File: config.mk
export PLATFORM = sky130hd
export DESIGN_NAME = uart_rx
export DESIGN_NICKNAME = d
export VERILOG_FILES = /design/src/rtl/uart_rx.sv
export SDC_FILE = /design/constraint.sdc
export NUM_CORES = 1
export LEC_CHECK = 0
export BUFFER_PORTS_ARGS = -buffer_cell sky130_fd_sc_hd__buf_2
export CAP_MARGIN = 20
export CORE_ASPECT_RATIO = 1.4
export CORE_MARGIN = 3
export CORE_UTILIZATION = 50
export CTS_BUF_LIST = sky130_fd_sc_hd__clkbuf_4 sky130_fd_sc_hd__clkbuf_8
export CTS_CLUSTER_SIZE = 28
export DETAILED_ROUTE_END_ITERATION = 10
export HOLD_SLACK_MARGIN = 0.03
export PLACE_DENSITY = 0.7
export SLEW_MARGIN = 15
export SYNTH_ARGS = -nofsm -noshare
export SYNTH_HDL_FRONTEND = slang
export SYNTH_SLANG_ARGS = --single-unit
File: constraint.sdc
create_clock -name clk -period 3.18 [get_ports clk]
set_input_delay 0.318 -clock clk [delete_from_list [all_inputs] [get_ports clk]]
set_output_delay 0.318 -clock clk [all_outputs]
set_load 0.02 [all_outputs]
File: src/rtl/uart_rx.sv
`timescale 1ns/1ps
// 8N1 UART receiver: 16x oversampled, mid-bit sampling, LSB first, registered done strobe.
// Latency: 2 clk synchronizer + tick alignment; no backpressure, each byte is a 1-clk pulse.
module uart_rx #(
  parameter int NB_DATA  = 8,
  parameter int SB_TICK  = 16,
  parameter int OVERSAMP = 16
) (
  input  logic               clk,
  input  logic               i_reset,
  input  logic               i_tick,
  input  logic               i_rx,
  output logic [NB_DATA-1:0] o_data,
  output logic               o_rx_done,
  output logic               o_frame_err
);

  localparam int S_MAX = (OVERSAMP > SB_TICK) ? OVERSAMP : SB_TICK;
  localparam int SW    = $clog2(S_MAX);
  localparam int NW    = (NB_DATA > 1) ? $clog2(NB_DATA) : 1;

  localparam logic [SW-1:0] S_MID  = SW'(OVERSAMP/2 - 1);
  localparam logic [SW-1:0] S_BIT  = SW'(OVERSAMP - 1);
  localparam logic [SW-1:0] S_STOP = SW'(SB_TICK - 1);
  localparam logic [NW-1:0] N_LAST = NW'(NB_DATA - 1);

  typedef enum logic [1:0] {IDLE, START, DATA, STOP} state_t;

  state_t             r_state, w_state_next;
  logic [SW-1:0]      r_s, w_s_next;
  logic [NW-1:0]      r_n, w_n_next;
  logic [NB_DATA-1:0] r_b, w_b_next;
  logic               r_armed, w_armed_next;
  logic               r_sync1, r_rx_s;
  logic [NB_DATA-1:0] r_data, w_data_next;
  logic               r_rx_done, w_done_next;
  logic               r_frame_err, w_ferr_next;

  always_ff @(posedge clk) begin
    if (!i_reset) begin
      r_state     <= IDLE;
      r_s         <= '0;
      r_n         <= '0;
      r_b         <= '0;
      r_armed     <= 1'b1;
      r_sync1     <= 1'b1;
      r_rx_s      <= 1'b1;
      r_data      <= '0;
      r_rx_done   <= 1'b0;
      r_frame_err <= 1'b0;
    end else begin
      r_state     <= w_state_next;
      r_s         <= w_s_next;
      r_n         <= w_n_next;
      r_b         <= w_b_next;
      r_armed     <= w_armed_next;
      r_sync1     <= i_rx;
      r_rx_s      <= r_sync1;
      r_data      <= w_data_next;
      r_rx_done   <= w_done_next;
      r_frame_err <= w_ferr_next;
    end
  end

  always_comb begin
    w_state_next = r_state;
    w_s_next     = r_s;
    w_n_next     = r_n;
    w_b_next     = r_b;
    w_armed_next = r_armed;
    w_data_next  = r_data;
    w_done_next  = 1'b0;
    w_ferr_next  = r_frame_err;
    case (r_state)
      IDLE: begin
        if (r_rx_s) w_armed_next = 1'b1;
        // Start edge is taken without waiting for a tick; a coincident tick is not counted.
        if (r_armed && !r_rx_s) begin
          w_state_next = START;
          w_s_next     = '0;
        end
      end
      START: begin
        if (i_tick) begin
          if (r_s == S_MID) begin
            w_s_next = '0;
            if (!r_rx_s) begin
              w_state_next = DATA;
              w_n_next     = '0;
            end else begin
              w_state_next = IDLE;
            end
          end else begin
            w_s_next = r_s + SW'(1);
          end
        end
      end
      DATA: begin
        if (i_tick) begin
          if (r_s == S_BIT) begin
            w_s_next = '0;
            w_b_next = {r_rx_s, r_b[NB_DATA-1:1]};
            if (r_n == N_LAST) w_state_next = STOP;
            else               w_n_next     = r_n + NW'(1);
          end else begin
            w_s_next = r_s + SW'(1);
          end
        end
      end
      STOP: begin
        if (i_tick) begin
          if (r_s == S_STOP) begin
            w_state_next = IDLE;
            w_s_next     = '0;
            w_data_next  = r_b;
            w_ferr_next  = ~r_rx_s;
            w_done_next  = 1'b1;
            // A low stop bit disarms so a break cannot retrigger until the line idles high.
            if (!r_rx_s) w_armed_next = 1'b0;
          end else begin
            w_s_next = r_s + SW'(1);
          end
        end
      end
      default: w_state_next = IDLE;
    endcase
  end

  assign o_data      = r_data;
  assign o_rx_done   = r_rx_done;
  assign o_frame_err = r_frame_err;

endmodule

# Yosys cells after proc, flatten, opt, wreduce, memory -nomap -nowiden
# Cells that the tools add are included.
[classes]
addsub = 2
mul = 0
div = 0
order_cmp = 0
eq_ne = 19
shift = 0
mux = 29
bitwise_logic = 1
n_reduce_logical = 13
[ops]
columns = ["cell", "n"]
rows = [
  ["$ne 2x2->1 const B", 12],
  ["$mux 4", 5],
  ["$mux 2", 9],
  ["$mux 3", 6],
  ["$pmux 4 s3", 1],
  ["$reduce_and 3->1", 4],
  ["$pmux 2 s4", 1],
  ["$reduce_and 8->1", 1],
  ["$reduce_and 7->1", 1],
  ["$pmux 3 s2", 1],
  ["$mux 1", 5],
  ["$reduce_and 5->1", 1],
  ["$add 4x1->4 const B", 1],
  ["$eq 2x2->1 const B", 2],
  ["$eq 4x3->1 const B", 1],
  ["$eq 4x4->1 const B", 1],
  ["$reduce_bool 2->1", 2],
  ["$add 3x1->3 const B", 1],
  ["$eq 3x3->1 const B", 1],
  ["$eq 2x1->1 const B", 1],
  ["$logic_not 2->1", 1],
  ["$ne 2x1->1 const B", 1],
  ["$pmux 1 s2", 1],
  ["$reduce_or 2->1", 1],
  ["3 further kinds", 3],
]
[totals]
ff_bits = 30
latchBits = 0
ramBits = 0
romBits = 0
input_bits = 4
out_inout_bits = 10
wordCells = 74
n_memories = 0

# Longest topological paths before layout
[logic_depth]
ltp_word = 5
depth_mapped = 6
depth_no_buf = 6

# Worst setup path before layout
# No wires, ideal clock.
[synth_timing]
path_kind = "reg2reg"
start = "reg r_n[0]"
end = "reg r_state[0]"
t_arrival_ns = 1.495
path_slack_ns = 1.611
stages_incl_launch_ff = 7
path_buffers = 0
synth_period_minus_slack_ns = 1.569
cell_sequence = "dfxtp_1 -> ha_1 -> ha_1 -> inv_1 -> o221a_2 -> or4b_1 -> a31oi_1"
[synth_between]
elab_chain_cells = 3
[synth_lines]
columns = ["element", "line", "rtl"]
rows = [
  ["start, declared", "31", "logic [NW-1:0] r_n, w_n_next;"],
  ["start signal, assigned", "54", "r_n <= w_n_next;"],
  ["$eq 3x3->1", "103", "if (r_n == N_LAST) w_state_next = STOP;"],
  ["$ne 2x2->1 (no line)", "-", ""],
  ["$reduce_and 8->1 (no line)", "-", ""],
  ["end signal, assigned", "52", "r_state <= w_state_next;"],
  ["end, declared", "29", "state_t r_state, w_state_next;"],
]
# Every way passes these cells.
# A chain may end at the register's enable or synchronous reset.

# Worst setup path after layout
[layout_timing]
start = "reg r_state[0]"
end = "reg r_state[0]"
[layout_between]
elab_chain_cells = 3
[layout_lines]
columns = ["element", "line", "rtl"]
rows = [
  ["$eq 2x2->1, or another cell as far along", "74", "case (r_state)"],
  ["$ne 2x2->1 (no line)", "-", ""],
  ["$reduce_and 8->1 (no line)", "-", ""],
]
# Several ways; a longest one is shown, not always the timed one.

==> impl_metrics.ini <==
[clock_network]
clock_latency_ns = 0.32
cts_buffers = 5
clk_pin_slew_ns = 0.10
cts_tree = yes
postCtsSetupRepairBufs = 0
cts_hold_buf = 0
cts_root_buf = clkbuf_4
clock-sinks = 30
cts_resized = 0
h-tree-depth = 2
clockBufferDepth = 2

[placed_design]
placed_area_um2 = 1370
portBuffers = 13
gp_congestion = 0.823
dp_hpwl_um = 1560

[power_and_ir_drop]
combPwrFrac_pct = 3.2
power.total_w = 0.000647
p_clk_share_pct = 37.3
power.internal_w = 0.000501
vdd_drop_max_mv = 0.339
powerDensity_nw_per_um2 = 452
sequentialPowerShare_pct = 59.5
power.switching_w = 0.000145
swShare_pct = 22.5
p_leak_nw = 0.539

[route]
vias = 985
via_per_inst = 5.35
post-route-drc-count = 0
ant_nets = 0
routed_wl_um = 2210
dr.pass1.iters = 4
wl_per_cell_um = 12.0
drt_iter0_markers = 27

[die]
chipWidth_um = 48.9
start_util_pct = 53.2
die_y_um = 66.0
core_um2 = 2420
dieArea_um2 = 3230
rows = 21
io_pins = 14

[finish]
final_area_um2 = 1430
utilization_pct = 59.2
n_antenna_cell = 0
final_nets = 156
final_common_cell = dfxtp_1
final_cell_mix = dfxtp_1 (30), nor2_1 (21), mux2i_1 (19)
syn_to_final_growth_pct = 11.3
fillers = 228
drive_above_1_share_pct = 20.7

[worst_hold_path]
min_path_type = primary input to flip-flop
hp-start = i_rx
hold_depth = 2

[sta]
hold_viol = 0
tightest_slew_ns = 0.695
tns_ns = 0
rsz0062_at_grt = no
hold_ws_ns = 0.167
setup-violations-final = 0
finClkSkew_ns = 0.0112
post-route-min-period_ns = 1.86
period_share_pct = 58.5
drv_slew = 0
fmax_ghz = 0.538
slew_headroom_pct = 53.6

[synth]
syn_nets = 141
synth_cells = 134
seq_area_frac_synth_pct = 46.7
yosysWarningCount = 0
synth_area_per_cell_um2 = 9.60
synth_area_um2 = 1290
yosys_register_bits = 30
ys_types = 33

[global_routing]
grt_pass1_wl_um = 3660
grt_max_degree = 25
grt_pass1_vias = 857
grt_overflow = 0
groute.usage.overall_pct = 15.3
antenna_found_initial = 0

[status]
status = completed

[critical_path]
cp-startpoint = r_state[0]
cp_data_required_time_ns = 3.43
worst_setup_path_start_kind = flip-flop
cp_cell_sequence = nand2_1, o221a_2, or4b_1, a31oi_1
worstPathMaxFanout = 14
timing.rr.start = r_state[0]
reg2reg_depth = 4
slowest_stage = dfxtp_1
cpPeakStageDelay_ns = 0.66
cp.arrival_ns = 2.11
endpoint_kind = flip-flop
critPathKind = flip-flop to flip-flop

[job]
cap_violations = 0
-- power groups by stage --
stage / combinational (W) / clock (W) / sequential (W)
3_3_place_gp: 0.0000201 / 0 / 0.000393
4_1_cts: 0.0000205 / 0.000249 / 0.000385
2_1_floorplan: 0.0000175 / 0 / 0.000390
5_1_grt: 0.0000226 / 0.000263 / 0.000386
6_report: 0.0000205 / 0.000241 / 0.000385
3_5_place_dp: 0.0000204 / 0 / 0.000394
-- cells by family (layout without fill, tap and decap cells) --
family	after synthesis	in the layout	share of synthesized area, %
XOR/XNOR	2	2	1.36
flip-flops	30	30	46.7
AO/OA/AOI/OAI	16	16	9.24
AND/OR/NAND/NOR	53	53	20.9
buffers and inverters	11	27	4.08
multiplexers	19	19	14.8
adder cells (fa/ha/maj)	3	3	2.92
-- flip-flops by register name (all words and copies together) (netlist names), named ones only --
| register | cells |
|---|---|
| o_data | 8 |
| r_b | 8 |
| r_s | 4 |
| r_n | 3 |
| o_frame_err | 1 |
| o_rx_done | 1 |
| r_armed | 1 |
| r_rx_s | 1 |
| r_state | 1 |
| r_sync1 | 1 |
-- Yosys cell counts --
| cell | number | share of area, % |
|---|---|---|
| a211oi_1 | 1 | 0.58 |
| a21boi_1 | 1 | 0.58 |
| a21oi_1 | 2 | 0.78 |
| a22oi_1 | 1 | 0.58 |
| a31oi_1 | 3 | 1.5 |
| and2_1 | 1 | 0.49 |
| buf_2 | 3 | 1.2 |
| buf_4 | 2 | 1.2 |
| clkbuf_1 | 1 | 0.29 |
| clkinv_1 | 1 | 0.29 |
| dfxtp_1 | 30 | 47 |
| ha_1 | 3 | 2.9 |
| inv_1 | 4 | 1.2 |
| mux2i_1 | 19 | 15 |
| nand2_1 | 13 | 3.8 |
| nand2b_1 | 3 | 1.5 |
| nand4_2 | 1 | 0.97 |
| nor2_1 | 21 | 6.1 |
| nor2_2 | 2 | 0.97 |
| nor2b_1 | 1 | 0.49 |
| nor3_1 | 6 | 2.3 |
| nor3_4 | 1 | 1.3 |
| nor4b_2 | 1 | 1.2 |
| o211ai_1 | 1 | 0.58 |
| o211ai_2 | 1 | 0.97 |
| o21a_2 | 1 | 0.68 |
| o21ai_0 | 2 | 0.78 |
| o221a_2 | 1 | 0.88 |
| o311ai_0 | 2 | 1.4 |
| or3_1 | 1 | 0.49 |
| or3_2 | 1 | 0.58 |
| or4b_1 | 1 | 0.78 |
| xnor2_1 | 2 | 1.4 |
-- area by class of cell --
class	count	area [um2]	share of cell area, %
multi-input combinational	93	633	44.2
sequential	30	601	42.0
timing repair buffer	14	72.6	5.07
clock buffer	7	58.8	4.11
tap	34	42.5	2.97
inverter	5	18.8	1.31
clock inverter	1	5.00	0.350
-- critical path: cells and delay by family (launching register included) --
family           cells  cell delay (ns)
AO/OA/AOI/OAI        2             0.45
flip-flops           1             0.66
AND/OR/NAND/NOR      2             0.67
-- through the flow --
stage	std cells	setup slack (ns)
global placement	176	1.46
CTS	184	1.34
finish	184	1.32
detailed placement	176	1.35
floorplan	134	1.61
global route	184	1.25
-- metal layers --
metal	wire (um)	vias to the layer above	track usage (%)
li1	-	495	-
met1	931	461	15.4
met2	1120	23	25.7
met3	105	6	6.32
met4	49	0	10.3
met5	0	-	0
-- final timing paths --
kind	endpoint	slack (ns)
setup / recovery	r_state[0]	1.32
hold / removal	r_sync1	0.17
setup reg to reg	r_state[0]	1.32
hold reg to reg	r_rx_s	0.44
No activity file was read; power rests on OpenSTA's default activity.
